`config.mk`:
```
export PLATFORM = sky130hd
export DESIGN_NAME = lcd_8080_responder
export DESIGN_NICKNAME = d
export VERILOG_FILES = /design/src/rtl/lcd_8080_responder.sv
export SDC_FILE = /design/constraint.sdc
export NUM_CORES = 1
export LEC_CHECK = 0
export BUFFER_PORTS_ARGS = -buffer_cell sky130_fd_sc_hd__buf_2
export CAP_MARGIN = 5
export CORE_AREA = 4 4 127 129
export CTS_BUF_LIST = sky130_fd_sc_hd__clkbuf_8 sky130_fd_sc_hd__clkbuf_16
export CTS_CLUSTER_SIZE = 8
export DETAILED_ROUTE_END_ITERATION = 16
export DIE_AREA = 0 0 131 133
export GPL_TIMING_DRIVEN = 0
export PLACE_DENSITY = 0.8
export SLEW_MARGIN = 20
export SYNTH_ARGS = -nofsm -noshare
export SYNTH_HDL_FRONTEND = slang
export SYNTH_SLANG_ARGS = --single-unit
export TNS_END_PERCENT = 20
```
`constraint.sdc`:
```
create_clock -name clk -period 2.32 [get_ports clk]
set_input_delay 0.232 -clock clk [delete_from_list [all_inputs] [get_ports clk]]
set_output_delay 0.232 -clock clk [all_outputs]
set_load 0.005 [all_outputs]
```
`src/rtl/lcd_8080_responder.sv`:
```
// Display-side 8080 bus responder: ILI9341-style command decode into a pixel stream with x/y.
// Write-to-pix_valid/cmd_valid latency is 3 clk from the physical WR rise; no backpressure.
module lcd_8080_responder #(
  parameter int          H_RES     = 240,
  parameter int          V_RES     = 320,
  parameter logic [15:0] DEVICE_ID = 16'h9341
) (
  input  logic        clk,
  input  logic        rst,
  input  logic        LCD_CS,
  input  logic        LCD_RS,
  input  logic        LCD_WR,
  input  logic        LCD_RD,
  input  logic [15:0] LCD_DATA,
  output logic [15:0] rd_data,
  output logic        rd_oe,
  output logic        pix_valid,
  output logic [15:0] pix_x,
  output logic [15:0] pix_y,
  output logic [15:0] pix_data,
  output logic        cmd_valid,
  output logic [7:0]  cmd_code
);

  localparam logic [15:0] X_MAX = 16'(H_RES - 1);
  localparam logic [15:0] Y_MAX = 16'(V_RES - 1);

  typedef enum logic [2:0] {S_IDLE, S_CASET, S_PASET, S_RAMWR, S_RDID} state_t;

  state_t      r_state;
  state_t      w_state_nxt;

  logic        r_cs_s1, r_cs_s2;
  logic        r_rs_s1, r_rs_s2;
  logic        r_wr_s1, r_wr_s2, r_wr_s3;
  logic        r_rd_s1, r_rd_s2, r_rd_s3;
  logic [15:0] r_data_s1, r_data_s2;

  logic [15:0] r_sc, r_ec, r_sp, r_ep;
  logic [15:0] r_x, r_y;
  logic [1:0]  r_param_cnt;
  logic [1:0]  r_rd_idx;

  logic [15:0] r_rd_data;
  logic        r_rd_oe;
  logic        r_pix_valid;
  logic [15:0] r_pix_x, r_pix_y, r_pix_data;
  logic        r_cmd_valid;
  logic [7:0]  r_cmd_code;

  logic        w_wr_evt, w_rd_evt, w_cmd, w_dat;
  logic [7:0]  w_code;
  logic        w_x_last, w_y_last;
  logic [15:0] w_rd_word;

  // Idle bus levels (strobes high) so reset never manufactures an edge.
  always_ff @(posedge clk) begin
    if (rst) begin
      r_cs_s1   <= 1'b1; r_cs_s2 <= 1'b1;
      r_rs_s1   <= 1'b0; r_rs_s2 <= 1'b0;
      r_wr_s1   <= 1'b1; r_wr_s2 <= 1'b1; r_wr_s3 <= 1'b1;
      r_rd_s1   <= 1'b1; r_rd_s2 <= 1'b1; r_rd_s3 <= 1'b1;
      r_data_s1 <= '0;   r_data_s2 <= '0;
    end else begin
      r_cs_s1   <= LCD_CS;   r_cs_s2   <= r_cs_s1;
      r_rs_s1   <= LCD_RS;   r_rs_s2   <= r_rs_s1;
      r_wr_s1   <= LCD_WR;   r_wr_s2   <= r_wr_s1;   r_wr_s3 <= r_wr_s2;
      r_rd_s1   <= LCD_RD;   r_rd_s2   <= r_rd_s1;   r_rd_s3 <= r_rd_s2;
      r_data_s1 <= LCD_DATA; r_data_s2 <= r_data_s1;
    end
  end

  assign w_wr_evt = r_wr_s2 & ~r_wr_s3 & ~r_cs_s2;
  assign w_cmd    = w_wr_evt & ~r_rs_s2;
  assign w_dat    = w_wr_evt &  r_rs_s2;
  assign w_code   = r_data_s2[7:0];
  // A write landing on the same cycle as a read edge wins; the read is dropped.
  assign w_rd_evt = ~r_rd_s2 & r_rd_s3 & ~r_cs_s2 & r_rs_s2 &
                    (r_state == S_RDID) & ~w_wr_evt;

  // Out-of-panel coordinates (window start beyond the panel) also wrap.
  assign w_x_last = (r_x == r_ec) || (r_x >= X_MAX);
  assign w_y_last = (r_y == r_ep) || (r_y >= Y_MAX);

  always_comb begin
    w_rd_word = 16'h0000;
    case (r_rd_idx)
      2'd2:    w_rd_word = {8'h00, DEVICE_ID[15:8]};
      2'd3:    w_rd_word = {8'h00, DEVICE_ID[7:0]};
      default: w_rd_word = 16'h0000;
    endcase
  end

  always_ff @(posedge clk) begin
    if (rst) r_state <= S_IDLE;
    else     r_state <= w_state_nxt;
  end

  always_comb begin
    w_state_nxt = r_state;
    if (w_cmd) begin
      case (w_code)
        8'h2A:   w_state_nxt = S_CASET;
        8'h2B:   w_state_nxt = S_PASET;
        8'h2C:   w_state_nxt = S_RAMWR;
        8'hD3:   w_state_nxt = S_RDID;
        default: w_state_nxt = S_IDLE;
      endcase
    end else if (w_dat && (r_state == S_CASET || r_state == S_PASET) &&
                 r_param_cnt == 2'd3) begin
      w_state_nxt = S_IDLE;
    end
  end

  always_ff @(posedge clk) begin
    if (rst) begin
      r_sc        <= '0;
      r_ec        <= X_MAX;
      r_sp        <= '0;
      r_ep        <= Y_MAX;
      r_x         <= '0;
      r_y         <= '0;
      r_param_cnt <= '0;
      r_rd_idx    <= '0;
      r_rd_data   <= '0;
      r_rd_oe     <= 1'b0;
      r_pix_valid <= 1'b0;
      r_pix_x     <= '0;
      r_pix_y     <= '0;
      r_pix_data  <= '0;
      r_cmd_valid <= 1'b0;
      r_cmd_code  <= '0;
    end else begin
      r_pix_valid <= 1'b0;
      r_cmd_valid <= 1'b0;
      r_rd_oe     <= (r_state == S_RDID) & ~r_rd_s2 & ~r_cs_s2;

      if (w_cmd) begin
        r_cmd_valid <= 1'b1;
        r_cmd_code  <= w_code;
        r_param_cnt <= '0;
        r_rd_idx    <= '0;
        if (w_code == 8'h2C) begin
          r_x <= r_sc;
          r_y <= r_sp;
        end else if (w_code == 8'h01) begin
          r_sc <= '0;
          r_ec <= X_MAX;
          r_sp <= '0;
          r_ep <= Y_MAX;
          r_x  <= '0;
          r_y  <= '0;
        end
      end else if (w_dat) begin
        case (r_state)
          S_CASET: begin
            r_param_cnt <= r_param_cnt + 2'd1;
            case (r_param_cnt)
              2'd0: r_sc[15:8] <= w_code;
              2'd1: r_sc[7:0]  <= w_code;
              2'd2: r_ec[15:8] <= w_code;
              2'd3: r_ec[7:0]  <= w_code;
              default: ;
            endcase
          end
          S_PASET: begin
            r_param_cnt <= r_param_cnt + 2'd1;
            case (r_param_cnt)
              2'd0: r_sp[15:8] <= w_code;
              2'd1: r_sp[7:0]  <= w_code;
              2'd2: r_ep[15:8] <= w_code;
              2'd3: r_ep[7:0]  <= w_code;
              default: ;
            endcase
          end
          S_RAMWR: begin
            r_pix_valid <= 1'b1;
            r_pix_x     <= r_x;
            r_pix_y     <= r_y;
            r_pix_data  <= r_data_s2;
            if (w_x_last) begin
              r_x <= r_sc;
              r_y <= w_y_last ? r_sp : r_y + 16'd1;
            end else begin
              r_x <= r_x + 16'd1;
            end
          end
          default: ;
        endcase
      end

      if (w_rd_evt) begin
        r_rd_data <= w_rd_word;
        if (r_rd_idx != 2'd3) r_rd_idx <= r_rd_idx + 2'd1;
      end
    end
  end

  assign rd_data   = r_rd_data;
  assign rd_oe     = r_rd_oe;
  assign pix_valid = r_pix_valid;
  assign pix_x     = r_pix_x;
  assign pix_y     = r_pix_y;
  assign pix_data  = r_pix_data;
  assign cmd_valid = r_cmd_valid;
  assign cmd_code  = r_cmd_code;

endmodule
```
==> flow_summary.toml, run 1 <==
[worst_setup_path]
cp_num_buf_inv = 0
worstPathCellList = "or3_4, nand4bb_1, a21oi_1, nand2_1, a211o_1"
crit_required_ps = 2720
path_class = "reg -> reg"
cp_top_family = "simple AND/OR/NAND/NOR gates"
crit_slowest_cell = "or3_4"
startpoint_type = "flip-flop"
worstSetupEndpointType = "flip-flop"
max_stage_delay_ps = 460
arrival_ps = 2800
path_max_fanout = 9

[routing]
wl_per_cell_um = 18.2
viasPerCell = 5.68
drc = 0
firstDrtPassIters = 5
routed_wl_mm = 23.4
antenna_left = 0
drt_first_iter_violations = 585
vias = 7285

[global_route]
grt-ovfl-total = 0
grt_usage_pct = 26.6
grt_max_degree = 15
antenna_found_initial = 0
first_global_vias = 7217
grt_pass1_wl_mm = 37.0

[finish]
stdcell_count = 1282
antenna_cells = 0
drive_above_1_share_pct = 18.5
area_growth_pct = 20.3
fin_nets = 1124
final_area_sq_um = 10300
fin_util_pct = 68.6

[outcome]
violations = "negative setup slack"
status = "finished with violations"

[job]
maxCapViolCount = 0

[synthesis]
async_flop_share_pct = 0
synth_most_common_cell = "dfxtp_1"
seq_area_frac_synth_pct = 48.4
ys_ff_latch = 207
yosys_warnings = 0
synth_top_cell_area_share_pct = 48.4
synth.top_cells.by_count = "dfxtp_1, nand2_1, nor2_1"
synth_edf_count = 0
synthTopCellsByArea = "dfxtp_1, mux2i_1, nand2_1, a21oi_1, nor2_1"
syn-cell-area_sq_um = 8570
synth_ff_type = "dfxtp_1"
ys_types = 57
synth_area_leader_cell = "dfxtp_1"
avgSynthCellArea_sq_um = 9.04
synthCells = 948

[power]
p_leak_nw = 4.43
irDropWorstVdd_mv = 0.559
power_density_nw_per_um2 = 719

[clock_network]
cts_tree = "built"
clockBufferDepth = 3
htreeDepth = 1
path_clk_slew_ps = 50
cts.sinks = 207
cts_inserted_buffers = 29
clkLatencyLatePin_ps = 520
root_buffer = "clkbuf_16"

[place]
dpl_cell_area_sq_um = 9260
dp.final_hpwl_mm = 15.9
port_buffers = 85
gp_congestion = 0.939
post-place-cells = 1231

[timing]
fmax_ghz = 0.418
slew_headroom_pct = 50.3
skew_ps = 12.0
period_share_pct = 103
finalCriticalPeriod_ps = 2390
hold_viol_final = 0
maxSlewViolCount = 0
rsz0062_at_grt = "yes"
whs_ps = 407
setup_ws_ps = -72.9
setup_viol = 22
worst_slew_pin_slew_ps = 746

[floorplanning]
dieArea_sq_um = 17400
die_height_um = 133
dieWidth_um = 131
start_util_pct = 57.0
fp-row-count = 45
ios = 97
coreArea_sq_um = 15000

[worst_hold_path]
hold_class = "reg -> reg"
[where the power goes]
group / internal (mW) / switching, mW
Clock: 2.17 / 1.38
Combinational: 0.0958 / 0.141
Sequential: 3.60 / 0.0233
[state kept, by name (all words and copies together) (netlist names), 2 cells and up]
name,flops
cmd_code,8
pix_data,16
pix_x,16
pix_y,16
r_data_s1,16
r_data_s2,16
r_ec,16
r_ep,16
r_param_cnt,2
r_rd_idx,2
r_sc,16
r_sp,16
r_state,3
r_x,16
r_y,16
rd_data,3
[logic make-up after synthesis]
logic type / count (synthesis) / synth area share (%)
AND/OR/NAND/NOR: 386 / 21.9
XOR/XNOR: 48 / 4.91
other: 1 / 0.0438
multiplexers: 58 / 6.85
buffers and inverters: 101 / 5.45
flip-flops: 207 / 48.4
adder cells (fa/ha/maj): 8 / 1.17
AO/OA/AOI/OAI: 139 / 11.3
[area by class of cell]
type                       instances  area (sq um)
clock inverter                     2          12.5
clock buffer                      29           726
tap                              188           235
inverter                          19          71.3
timing repair buffer             110           666
sequential                       207          4150
multi-input combinational        650          4040
fill                            1168          4730
buffer                            77           404
[final timing paths]
| kind | from | endpoint | slack [ps] | cells past startpoint |
|---|---|---|---|---|
| hold / removal | r_wr_s1$_SDFF_PP1_ | r_wr_s2$_SDFF_PP1_ | 410 | 1 |
| hold reg to reg | r_wr_s1$_SDFF_PP1_ | r_wr_s2$_SDFF_PP1_ | 410 | 1 |
| setup / recovery | r_data_s2[6]$_SDFF_PP0_ | r_ep[8]$_SDFFE_PP1P_ | -70 | 5 |
| setup reg to reg | r_data_s2[6]$_SDFF_PP0_ | r_ep[8]$_SDFFE_PP1P_ | -70 | 5 |
[metrics by stage]
stage	setup TNS (ps)	worst slack (ps)	total power, mW
2_1_floorplan	0	248	3.81
3_3_place_gp	-3840	-136	3.89
3_5_place_dp	-6880	-239	3.89
4_1_cts	-860	-112	7.43
5_1_grt	-2620	-116	7.62
6_report	-420	-72.9	7.41
[placed cells by master (no fill, tap or decap), drive strengths merged, types with 23 or more instances in the layout]
cell / n
nand2: 140
buf: 118
xor2: 37
mux2i: 53
a21oi: 70
nor2: 89
nor2b: 38
nand3: 23
dfxtp: 207
clkbuf: 77
[repair_timing]
| action | CTS | global route |
|---|---|---|
| resized for setup | 9 | 30 |
| buffers inserted | 1 | 3 |
| pin swaps | 2 | 2 |
| setup endpoints to repair | 72 | 101 |
| endpoints found under the hold margin | 21 | 0 |
| hold buffers | 21 | 0 |
[layer usage]
layer	vias to the layer above	track usage, %	wire, um
li1	3470	-	-
met1	3435	34.7	9570
met2	312	43.3	10800
met3	68	5.17	2010
met4	0	10.0	935
met5	-	0	0
(Power assumes the default switching activity.)
==> run 2: changes to the inputs <==
- CELL_PAD_IN_SITES_DETAIL_PLACEMENT: unset -> 2
- CELL_PAD_IN_SITES_GLOBAL_PLACEMENT: unset -> 2
- CORE_AREA: 4 4 127 129 -> 4 4 160 162
- DIE_AREA: 0 0 131 133 -> 0 0 164 166
==> run 2 against run 1 <==
Effect of this change:
- the flow now finishes without violations
- clock-buffer cell count stayed put
- first-iteration DRC count down 50%
- clock skew shrank 3.1 ps
- sequential power hardly changed
- worst setup slack gained 82 ps
- total power rose by 2.2%
- largest power group is now the clock network
- highest routed layer unchanged
==> flow_summary.toml, run 2 (synthesis gave the netlist of run 1 again) <==
[timing]
slew_headroom_pct = 50.7
skew_ps = 8.90
finalCriticalPeriod_ps = 2310
fmax_ghz = 0.433
worst_slew_pin_slew_ps = 739
hold_viol_final = 0
period_share_pct = 99.6
setup_viol = 0
setup_ws_ps = 9.26
maxSlewViolCount = 0
rsz0062_at_grt = "yes"

[worst_setup_path]
cp_top_family = "simple AND/OR/NAND/NOR gates"
r2r.worst_path.cells = 8
worstSetupEndpointType = "flip-flop"
path_class = "reg -> reg"
rr_endpoint = "r_y[3]$_SDFFE_PP0P_"
max_stage_delay_ps = 450
cp_num_buf_inv = 2
crit_required_ps = 2740
crit_slowest_cell = "or3_4"
reg2reg_from = "r_data_s2[6]$_SDFF_PP0_"
startpoint_type = "flip-flop"
worstPathCellList = "or3_4, and3b_2, o311ai_4, buf_4, a31oi_4, buf_6, a21boi_0, a31oi_1"
r2r_slack_ps = 9
path_max_fanout = 10
arrival_ps = 2730

[place]
gp_congestion = 0.822
port_buffers = 85
dp_slack_ps = -533
dp.final_hpwl_mm = 21.1

[power]
clkPwrFrac_pct = 48.8
p_comb_share_pct = 3.3
internal_power_mw = 5.86
switching_power_mw = 1.71
p_leak_nw = 4.48
power_switching_share_pct = 22.6
power_frac_seq_pct = 47.8
finalPower_mw = 7.58
irDropWorstVdd_mv = 0.521
power_density_nw_per_um2 = 715

[floorplanning]
fp-row-count = 57
die_height_um = 166
dieArea_sq_um = 27200
ios = 97
coreArea_sq_um = 24100
start_util_pct = 35.5
dieWidth_um = 164

[worst_hold_path]
min_from = "rst"
hold_class = "in -> reg"
holdPathStages = 2
hold_end = "cmd_valid$_SDFF_PP0_"

[finish]
layout_commonest_cell = "dfxtp_1"
multiInputGateArea_sq_um = 4080
most-common-layout-cells = "dfxtp_1, nand2_1, buf_2"
area_growth_pct = 23.7
ff_latch_area_sq_um = 4160
antenna_cells = 0
drive_above_1_share_pct = 20.6
fin_nets = 1132
nFillCells = 2624

[routing]
drc = 0
firstDrtPassIters = 5
vias = 7533
drt_first_iter_violations = 290
antenna_left = 0
routed_wl_mm = 32.2
viasPerCell = 5.28
wl_per_cell_um = 22.6

[clock_network]
cts_tree = "built"
clkLatencyLatePin_ps = 540
cts.sinks = 207
cts_inserted_buffers = 29
path_clk_slew_ps = 50
htreeDepth = 1
root_buffer = "clkbuf_16"
clockBufferDepth = 3

[global_route]
grt-ovfl-total = 0
first_global_vias = 8341
antenna_found_initial = 0
grt_pass1_wl_mm = 49.5
grt_usage_pct = 23.3
grt_max_degree = 15

[job]
maxCapViolCount = 0

[outcome]
status = "complete, no violations"
[run 2: cell count changes in the layout (fill, tap and decap cells not counted), sizes merged]
cell         delta
buf            +10
clkbuf          -1
dlygate4sd3     -1
[run 2: worst max path at each step]
stage                                        from                   end  depth (start not counted)
after floorplan               r_x[0]$_SDFFE_PP0P_   r_x[5]$_SDFFE_PP0P_                          9
after global placement         r_rs_s2$_SDFF_PP0_   r_x[4]$_SDFFE_PP0P_                          6
after detailed placement       r_rs_s2$_SDFF_PP0_   r_x[4]$_SDFFE_PP0P_                          6
after CTS                 r_data_s2[4]$_SDFF_PP0_  r_sp[8]$_SDFFE_PP0P_                          6
after global routing      r_state[0]$_SDFFE_PP0P_   r_y[3]$_SDFFE_PP0P_                          9
final                     r_data_s2[6]$_SDFF_PP0_   r_y[3]$_SDFFE_PP0P_                          8
[run 2: power by group through the flow]
stage / registers, mW / clock network, mW / logic (mW)
global route: 3.62 / 3.92 / 0.272
CTS: 3.62 / 3.75 / 0.246
global placement: 3.69 / 0 / 0.211
finish: 3.62 / 3.70 / 0.254
floorplan: 3.68 / 0 / 0.130
detailed placement: 3.69 / 0 / 0.218
[run 2: layout make-up]
cell class	instances	area share (%)
clock inverters	2	0.118
multi-input cells	650	38.5
repair buffers	117	6.76
clock buffers	29	6.85
inverters	19	0.673
flip-flops and latches	207	39.3
plain buffers	78	3.98
well taps	324	3.83
[run 2: per-stage QoR]
step           std cells  util [%]  setup TNS [ps]  instance area (sq um)  hold slack [ps]
2_1_floorplan        958         -               0                   8600              327
3_3_place_gp        1367      39.1          -23010                   9430              392
3_5_place_dp        1367      39.1          -26180                   9430              410
4_1_cts             1422      43.5           -1090                  10500             10.6
5_1_grt             1426      43.9            -243                  10600             19.2
6_report            1426      43.9               0                  10600             25.4
[run 2: per-layer routing]
| layer | track usage (%) | share of wire, % |
|---|---|---|
| met3 | 3.52 | 3.8 |
| met2 | 42.3 | 51 |
| met1 | 28.2 | 43 |
| met5 | 0 | 0 |
| met4 | 7.11 | 2.4 |
[run 2: timing repair]
item | 4_1_cts | 5_1_grt
endpoints found under the hold margin | 20 | 0
buffers inserted | 8 | 4
pin swaps | 4 | 1
resized for setup | 31 | 34
hold buffers | 20 | 0
endpoints found under the setup margin | 114 | 101
==> run 3: changes to the inputs <==
- CORE_AREA: 4 4 160 162 -> 3 3 159 161
- DIE_AREA: 0 0 164 166 -> 0 0 162 164
==> run 3 against run 2 <==
Effect of this change:
- the run now ends with negative setup slack left
- clock skew grew 8.0 ps
- first-iteration DRC count is 14% higher
- sequential share of layout area shrank 0.25 points
- global-route usage rose by 0.21 points
- total power is 0.15% lower
- cell count grew 0.21%
- register-to-register slack lost 40 ps
==> flow_summary.toml, run 3 (synthesis gave the netlist of run 1 again) <==
[timing]
setup_ws_ps = -31.2
whs_ps = 411
hold_viol_final = 0
fmax_ghz = 0.425
skew_ps = 16.9
slew_headroom_pct = 44.6
maxSlewViolCount = 0
period_share_pct = 101
finalCriticalPeriod_ps = 2350
rsz0062_at_grt = "yes"
setup_viol = 3
worst_slew_pin_slew_ps = 831

[routing]
firstDrtPassIters = 5
drc = 0
vias = 7566
antenna_left = 0
drt_first_iter_violations = 332
wl_per_cell_um = 22.5
viasPerCell = 5.29
routed_wl_mm = 32.2

[place]
port_buffers = 85
gp_congestion = 0.791
post-place-cells = 1367
dp_slack_ps = -443
dp.final_hpwl_mm = 20.8

[worst_hold_path]
hold_end = "r_rd_s2$_SDFF_PP1_"
holdPathStages = 1
hold_class = "reg -> reg"
min_from = "r_rd_s1$_SDFF_PP1_"

[finish]
most-common-layout-cells = "dfxtp_1, nand2_1, buf_2"
stdcell_count = 1429
nFillCells = 2653
antenna_cells = 0
layout_commonest_cell = "dfxtp_1"
fin_nets = 1135
drive_above_1_share_pct = 21.5
area_growth_pct = 24.6

[clock_network]
root_buffer = "clkbuf_16"
path_clk_slew_ps = 60
cts_inserted_buffers = 29
cts_tree = "built"
clkLatencyLatePin_ps = 540
cts.sinks = 207
htreeDepth = 1
clockBufferDepth = 3

[worst_setup_path]
rr_endpoint = "r_ep[0]$_SDFFE_PP1P_"
crit_required_ps = 2740
path_max_fanout = 10
worstSetupEndpointType = "flip-flop"
r2r.worst_path.cells = 7
r2r_slack_ps = -30
startpoint_type = "flip-flop"
path_class = "reg -> reg"
reg2reg_from = "r_rs_s2$_SDFF_PP0_"
arrival_ps = 2770

[global_route]
antenna_found_initial = 0
grt_max_degree = 15
first_global_vias = 8106
grt_pass1_wl_mm = 48.5
grt_usage_pct = 23.5
grt-ovfl-total = 0

[outcome]
violations = "negative setup slack"
status = "finished with violations"

[floorplanning]
start_util_pct = 35.5
die_height_um = 164
ios = 97
coreArea_sq_um = 24100
dieWidth_um = 162
fp-row-count = 57
dieArea_sq_um = 26600

[job]
maxCapViolCount = 0

[power]
power_density_nw_per_um2 = 709
irDropWorstVdd_mv = 0.593
p_leak_nw = 4.52
run 3: how the worst max path moves through the flow:
stage	start	slack (ps)	endpoint	cells past startpoint
2_1_floorplan	r_x[0]$_SDFFE_PP0P_	250	r_x[5]$_SDFFE_PP0P_	9
3_3_place_gp	r_rs_s2$_SDFF_PP0_	-410	r_x[4]$_SDFFE_PP0P_	6
3_5_place_dp	r_y[2]$_SDFFE_PP0P_	-440	r_y[7]$_SDFFE_PP0P_	8
4_1_cts	r_data_s2[4]$_SDFF_PP0_	-20	r_sp[13]$_SDFFE_PP0P_	6
5_1_grt	r_x[6]$_SDFFE_PP0P_	-100	r_y[8]$_SDFFE_PP0P_	9
6_report	r_rs_s2$_SDFF_PP0_	-30	r_ep[0]$_SDFFE_PP1P_	7
run 3: power by group:
group	total (mW)	switching [mW]	internal, mW	leakage (nW)
Clock	3.69	1.51	2.17	0.367
Combinational	0.256	0.157	0.0988	2.47
Sequential	3.62	0.0282	3.59	1.68
Total	7.57	1.70	5.87	4.52
run 3: layout make-up:
type | instances | area (sq um) | area share [%]
Buffer | 77 | 417 | 3.90
Clock buffer | 29 | 726 | 6.80
Clock inverter | 2 | 12.5 | 0.117
Inverter | 19 | 71.3 | 0.668
Multi-Input combinational cell | 650 | 4110 | 38.5
Sequential cell | 207 | 4170 | 39.1
Tap cell | 324 | 405 | 3.80
Timing Repair Buffer | 121 | 761 | 7.13
run 3: routing by layer:
layer  vias up  wire length (um)  part of all wire (%)  GRT usage [%]
met4         0               988                   3.1           6.82
met1      3819             13300                    41           29.0
li1       3500                 -                     -              -
met5         -                 0                     0              0
met3        65              1440                   4.5           3.38
met2       182             16500                    51           42.6
run 3: worst max-delay path: stages (launching register included):
cell and delay [ps]:
dfxtp_1 380, clkbuf_4 250, and2b_1 270, nand3b_1 210, o21ai_0 330, nand2_1 200, buf_2 250, a211o_1 350
run 3: timing repair:
| action | in CTS | in global routing |
|---|---|---|
| setup buffers | 7 | 8 |
| pin swaps | 5 | 5 |
| endpoints found under the setup margin | 113 | 109 |
| hold buffers | 21 | 0 |
| endpoints found under the hold margin | 21 | 0 |
| resized for setup | 36 | 47 |
run 3: metrics by stage:
| stage | total power [mW] | setup TNS (ps) | cell area (sq um) | util (%) |
|---|---|---|---|---|
| global placement | 3.90 | -19160 | 9430 | 39.1 |
| floorplan | 3.81 | 0 | 8600 | - |
| finish | 7.57 | -52.0 | 10700 | 44.3 |
| global route | 7.80 | -1130 | 10700 | 44.3 |
| detailed placement | 3.91 | -23810 | 9430 | 39.1 |
| CTS | 7.61 | -40.7 | 10500 | 43.6 |
